File: src/rtl/conv_window_scheduler.sv
`default_nettype none
// ----------------------------------------------------------------------------
// conv_window_scheduler : column/window sequencer with result-FIFO credit flow
// rev 1.0
// ----------------------------------------------------------------------------
module conv_window_scheduler #(
    parameter int FIFO_DEPTH  = 8,
    parameter int WINDOW_COLS = 3
) (
    input  logic clk,
    input  logic n_rst,
    input  logic sample_load_en,
    input  logic new_row,
    input  logic fifo_read,
    input  logic result_ready,
    output logic modwait,
    output logic sample_shift,
    output logic convolve_en,
    output logic fifo_wenable,
    output logic overrun,
    output logic spurious
);

    localparam int CW   = $clog2(FIFO_DEPTH + 1);
    localparam int COLW = $clog2(WINDOW_COLS + 1);
    localparam logic [CW-1:0]   CREDIT_MAX = CW'(FIFO_DEPTH);
    localparam logic [COLW-1:0] COL_FULL   = COLW'(WINDOW_COLS);

    typedef enum logic [1:0] {
        IDLE  = 2'd0,
        SHIFT = 2'd1,
        CONV  = 2'd2,
        STALL = 2'd3
    } state_t;

    state_t          state;
    state_t          state_next;
    logic [COLW-1:0] col_count;
    logic [COLW-1:0] col_inc;
    logic [CW-1:0]   credit;
    logic [CW-1:0]   pending;
    logic            result_valid;

    // Saturating so a full row keeps producing one window per new column.
    assign col_inc      = (col_count == COL_FULL) ? col_count : col_count + COLW'(1);
    assign result_valid = result_ready && (pending != '0);
    assign fifo_wenable = result_valid;

    always_ff @(posedge clk or negedge n_rst) begin
        if (!n_rst) begin
            state <= IDLE;
        end else begin
            state <= state_next;
        end
    end

    always_comb begin
        state_next   = state;
        modwait      = 1'b1;
        sample_shift = 1'b0;
        convolve_en  = 1'b0;
        case (state)
            IDLE: begin
                modwait = 1'b0;
                if (sample_load_en) begin
                    state_next = SHIFT;
                end
            end
            SHIFT: begin
                sample_shift = 1'b1;
                if (col_inc == COL_FULL) begin
                    state_next = (credit != '0) ? CONV : STALL;
                end else begin
                    state_next = IDLE;
                end
            end
            CONV: begin
                convolve_en = 1'b1;
                state_next  = IDLE;
            end
            STALL: begin
                if (credit != '0) begin
                    state_next = CONV;
                end
            end
            default: state_next = IDLE;
        endcase
    end

    always_ff @(posedge clk or negedge n_rst) begin
        if (!n_rst) begin
            col_count <= '0;
        end else if (state == IDLE && sample_load_en && new_row) begin
            col_count <= '0;
        end else if (state == SHIFT) begin
            col_count <= col_inc;
        end
    end

    // Credit tracks free FIFO slots; a read into an already-empty FIFO is ignored.
    always_ff @(posedge clk or negedge n_rst) begin
        if (!n_rst) begin
            credit <= CREDIT_MAX;
        end else begin
            case ({convolve_en, fifo_read})
                2'b10:   credit <= credit - CW'(1);
                2'b01:   if (credit != CREDIT_MAX) credit <= credit + CW'(1);
                default: credit <= credit;
            endcase
        end
    end

    always_ff @(posedge clk or negedge n_rst) begin
        if (!n_rst) begin
            pending <= '0;
        end else begin
            case ({convolve_en, result_valid})
                2'b10:   pending <= pending + CW'(1);
                2'b01:   pending <= pending - CW'(1);
                default: pending <= pending;
            endcase
        end
    end

    always_ff @(posedge clk or negedge n_rst) begin
        if (!n_rst) begin
            overrun  <= 1'b0;
            spurious <= 1'b0;
        end else begin
            overrun  <= sample_load_en && (state != IDLE);
            spurious <= result_ready && (pending == '0);
        end
    end

endmodule
`default_nettype wire
File: config.mk
export PLATFORM = sky130hd
export DESIGN_NAME = conv_window_scheduler
export DESIGN_NICKNAME = d
export VERILOG_FILES = /design/src/rtl/conv_window_scheduler.sv
export SDC_FILE = /design/constraint.sdc
export NUM_CORES = 1
export LEC_CHECK = 0
export BUFFER_PORTS_ARGS = -buffer_cell sky130_fd_sc_hd__buf_2
export CAP_MARGIN = 25
export CORE_MARGIN = 10
export CORE_UTILIZATION = 54
export CTS_CLUSTER_SIZE = 10
export DETAILED_ROUTE_END_ITERATION = 10
export PLACE_DENSITY = 0.76
export RECOVER_POWER = 25
export SLEW_MARGIN = 30
export SYNTH_ARGS = -nofsm -noshare
export SYNTH_HDL_FRONTEND = slang
export SYNTH_SLANG_ARGS = --single-unit
File: constraint.sdc
create_clock -name clk -period 2.68 [get_ports clk]
set_clock_uncertainty 0.15 [all_clocks]
set_input_delay 0.268 -clock clk [delete_from_list [all_inputs] [get_ports clk]]
set_output_delay 0.268 -clock clk [all_outputs]
set_load 0.1 [all_outputs]
# Yosys cells after proc, flatten, opt, wreduce, memory -nomap -nowiden
# Cells that the tools add are included.
totals:
  output_inout_bits: 6
  input_bits: 6
  regBits: 14
  word_cells: 53
op_classes:
  n_reduce_logical: 15
  muxes: 14
  n_eq_ne: 13
  addsub: 5
op_table:
  columns: ["cell", "count"]
  rows:
  - ["one-hot mux 4 bit (2 select lines)", 2]
  - ["== test 2 bit, second input constant", 6]
  - ["2-to-1 mux 2 bit", 6]
  - ["adder 4 x 1 -> 4 bit, second input constant", 2]
  - ["one-hot mux 2 bit (4 select lines)", 1]
  - ["nonzero test 2 bit", 4]
  - ["nonzero test 4 bit", 2]
  - ["subtractor 4 x 1 -> 4 bit, second input constant", 2]
  - ["== test 2 x 1 -> 1 bit, second input constant", 3]
  - ["inequality test 2 bit, second input constant", 3]
  - ["logical AND 1 bit", 5]
  - ["zero test 4 bit", 1]
  - ["2-to-1 mux 1 bit", 4]
  - ["2-to-1 mux 4 bit", 1]
  - ["inequality test 4 bit, second input constant", 1]
  - ["AND reduction 2 bit", 2]
  - ["adder 2 x 1 -> 2 bit, second input constant", 1]
  - ["zero test 2 bit", 1]

# Depth between registers and ports, before layout
logic_depth:
  word_depth: 5
  mapped_depth: 9
  mapped_depth_nobuf: 9

# Least setup slack after synthesis
# Ideal clock, no wire load.
synth_path:
  kind: "flip-flop to flip-flop"
  start: "register pending[1]"
  end: "register pending[2]"
  path_stages_with_launch: 10
  required_ns: 2.405
  setup_ns: 0.125
  t_arrival_ns: 3.082
  synth_period_minus_slack_ns: 3.357
  setup_slack_ns: -0.677
  path_buffers: 0
  cell_sequence: "dfrtp_1 > nor4_1 > nor2b_1 > ha_1 > xor2_1 > ha_1 > a21oi_1 > xor2_1 > nor2_1 > xor2_1"
synth_between:
  elab_chain_cells: 4
  word_cells_on_any_way: 8
  cone_classes: "2 x add/sub; 2 x eq/ne; 1 x mux; 3 x reduce/logical"
synth_rtl:
  columns: ["element", "line", "source"]
  rows:
  - ["start: declaration", "41", "logic [CW-1:0] pending;"]
  - ["start signal: assignment", "118", "2'b10: pending <= pending + CW'(1);"]
  - ["start signal: assignment", "119", "2'b01: pending <= pending - CW'(1);"]
  - ["start signal: assignment", "120", "default: pending <= pending;"]
  - ["nonzero test 4 bit *", "46", "assign result_valid = result_ready && (pending != '0);"]
  - ["logical AND 1 bit *", "46", null]
  - ["via fifo_wenable", "19", "output logic fifo_wenable,"]
  - ["== test 2 x 1 -> 1 bit or == test 2 bit (tied branches)", "117", "case ({convolve_en, result_valid})"]
  - ["one-hot mux 4 bit (2 select lines) or nonzero test 2 bit (tied branches)", null, null]
# The timed path passes the listed nets; every way through them passes the cells marked *.
# A chain may end at the register's enable or synchronous reset.

# Worst setup path after layout
layout_path:
  start: "register pending[1]"
  end: "register pending[2]"
layout_between:
  elab_chain_cells: 4
  word_cells_on_any_way: 8
  cone_classes: "2 x add/sub; 2 x eq/ne; 1 x mux; 3 x reduce/logical"
layout_rtl:
  columns: ["element"]
  rows:
  - ["parallel branches: the longest is 4 deep, another holds subtractor 4 x 1 -> 4 bit"]
# Several ways; the timed one is not identified.

==> run_results.csv <==
group,metric,value,unit
synthesis,yosys_most_used_dff,"dfrtp_1",
synthesis,syn_area,869.6,um^2
synthesis,synthAdderAreaFrac,9.496,%
synthesis,synth_top_family_by_area,"compound AO/OA/AOI/OAI gates",
setup_path,crit_chain,"nor4_1, nor2b_4, ha_1, xor2_1, ha_1, a21oi_1, xor2_1, nor2_1, xor2_1",
setup_path,r2r_end,"pending[2]",
clock_tree,clk_pin_slew,0.09,ns
global_routing,grt_overflow,0,
global_routing,antenna_found_initial,0,
clock_tree,cts_tree,"yes",
min_path,hold_depth,2,
timing,finalSetupViolCount,0,
cells_and_area,area_delta_synth_final,12.23,%
timing,period_needed,2.457,ns
flow_run,drv_cap,0,
clock_tree,cts-resized-gates,0,
synthesis,synthArstFlopShare,100.0,%
setup_path,r2r_cells,9,
synthesis,synthMuxAreaShare,4.892,%
die,die_h,60.13,um
placement,port_buffers,11,
timing,max_freq,0.4070,GHz
synthesis,synth-compound-area-share,18.71,%
clock_tree,cts_max_level,1,
die,core.rowCount,14,
cells_and_area,drive_above_1_share,23.16,%
synthesis,ys_ff_latch,14,
setup_path,required,2.70,ns
global_routing,grt_pass1_vias,659,
timing,setup_tns,0,ns
drt,drc,0,
clock_tree,clk_latency,0.28,ns
drt,dr.first_iter.drc_count,9,
setup_path,regToRegSetupSlack,0.22,ns
synthesis,synth_enable_flop_cells,0,
clock_tree,numCtsBuffers,3,
placement,gp_congestion,0.7905,
die,die_w,60.13,um
global_routing,grt_max_degree,15,
setup_path,cp-end-kind,"flop",
timing,timing.final.crit_share,91.68,%
timing,slew_violations,0,
setup_path,critPathMostFrequentCell,"xor2_1",
setup_path,start_kind,"flop",
synthesis,synth_simple_gate_area_share,14.53,%
min_path,worstHoldPathType,"in -> reg",
clock_tree,postCtsSetupRepairBufs,0,
die,io_pins,12,
synthesis,netlist_instances,80,
placement,dp_hpwl,1212,um
drt,routed_wl,1518,um
synthesis,syn-num-nets,92,
synthesis,yosysSeqAreaShare,40.43,%
drt,wl_per_cell,13.68,um
setup_path,max_stage_delay,0.54,ns
synthesis,synth_xor_area_share,7.050,%
synthesis,yosysUniqueCellTypes,37,
clock_tree,cts.sinks,14,
clock_tree,cts_root_buf,"clkbuf_4",
global_routing,grtUsageTotal,9.710,%
cells_and_area,final_area,975.9,um^2
setup_path,critPathSlowestCell,"nor4_1",
setup_path,criticalPathCategory,"reg -> reg",
timing,slew_headroom,50.47,%
min_path,hold_start,"result_ready",
die,start_util,57.72,%
setup_path,worstReg2RegStart,"pending[1]",
die,core,1506,um^2
cells_and_area,nets,108,
drt,drt_first_pass_iters,4,
cells_and_area,fill_cells,126,
clock_tree,clock_path_buffers,2,
global_routing,grt_first_pass_wirelength,2822,um
placement,place_area,940.9,um^2
synthesis,syn_avg_cell_area,10.87,um^2
cells_and_area,diodes,0,
drt,vias,617,
status,outcome,"finished clean",
synthesis,ys_warn_count,0,
setup_path,crit_path_max_fanout,7,
drt,post_drt_via_cell_ratio,5.559,
setup_path,critical_path_arrival,2.48,ns
timing,hold_viol,0,
timing,rsz0062_at_grt,"no",
die,dieArea,3616,um^2
timing,tightestPinTransition,0.7429,ns
min_path,min_to,"spurious",
drt,postRouteAntennaNets,0,
clock_tree,cts_hold_buf,1,
-- area by class of cell --
cell class	count	area (um^2)	share of cell area (%)
repair buffers	13	71.32	7.308
clock buffers	4	26.28	2.692
flip-flops and latches	14	351.6	36.03
well taps	16	20.02	2.051
multi-input cells	59	483.0	49.49
inverters	5	23.77	2.436
-- stage by stage --
step	setup slack [ns]	hold slack (ns)	util [%]	std cells
2_1_floorplan	0.1603	-0.1776	-	80
3_3_place_gp	0.3231	0.02684	62.46	106
3_5_place_dp	0.2517	0.02882	62.46	106
4_1_cts	0.2301	0.05450	64.87	111
5_1_grt	0.04074	0.05299	64.78	111
6_report	0.2231	0.05478	64.78	111
-- routing by layer --
| layer | vias to the layer above | wire [um] | track usage (%) | part of all wire, % |
|---|---|---|---|---|
| met5 | - | 0 | 0 | 0 |
| met4 | 0 | 20 | 3.846 | 1.3 |
| met3 | 4 | 55 | 2.331 | 3.6 |
| met2 | 9 | 708 | 16.32 | 47 |
| met1 | 288 | 733 | 11.45 | 48 |
| li1 | 316 | - | - | - |
-- Yosys cell counts, types with 2 or more instances --
cell / n / area share (%)
inv_1: 4 / 1.7
a21oi_1: 3 / 1.7
ha_1: 5 / 7.2
dfrtp_1: 13 / 37
nand2_1: 6 / 2.6
o21ai_0: 5 / 2.9
a21o_1: 2 / 1.7
a31oi_1: 2 / 1.4
xor2_1: 5 / 5.0
a211oi_1: 3 / 2.6
nor2_1: 3 / 1.3
mux2i_1: 2 / 2.3
and2_1: 2 / 1.4
xnor2_1: 2 / 2.0
-- worst max-delay path, delay by kind of cell (launching register included) --
family / cells / cell delay (ns)
fa+ha+maj: 2 / 0.44
xor+xnor: 3 / 0.45
compound gates: 1 / 0.15
simple gates: 3 / 0.70
flops: 1 / 0.46
-- cells by family after synthesis --
family	count (synthesis)
flops	14
fa+ha+maj	6
xor+xnor	7
simple gates	21
compound gates	21
buf+inv	7
mux	4
-- state kept, by name, summed over array words and instances, names as in the netlist --
signal     cells
spurious       1
state          2
col_count      2
overrun        1
pending        4
credit         4
-- placed cells by master (no fill, tap or decap), drive strengths merged, types with 2 or more instances in the layout --
cell	count
clkbuf	5
a31oi	2
nor2	3
xor2	5
xnor2	2
nand2	6
mux2	2
ha	5
a21o	2
o21ai	6
nor2b	2
a211oi	3
mux2i	2
and2	2
buf	11
a21oi	4
dfrtp	13
inv	5
-- how the worst max path moves through the flow --
stage / startpoint / end / slack [ns] / depth (start not counted)
final: pending[1] / pending[2] / 0.22 / 9
after global routing: pending[0] / pending[2] / 0.04 / 9
after CTS: pending[0] / pending[2] / 0.23 / 9
after detailed placement: pending[0] / pending[2] / 0.25 / 9
after global placement: pending[1] / pending[2] / 0.32 / 9
after floorplan: pending[0] / pending[2] / 0.16 / 9
Power is not shown: default switching activity piles up to over one toggle a cycle in this logic, so the estimate is an artifact.
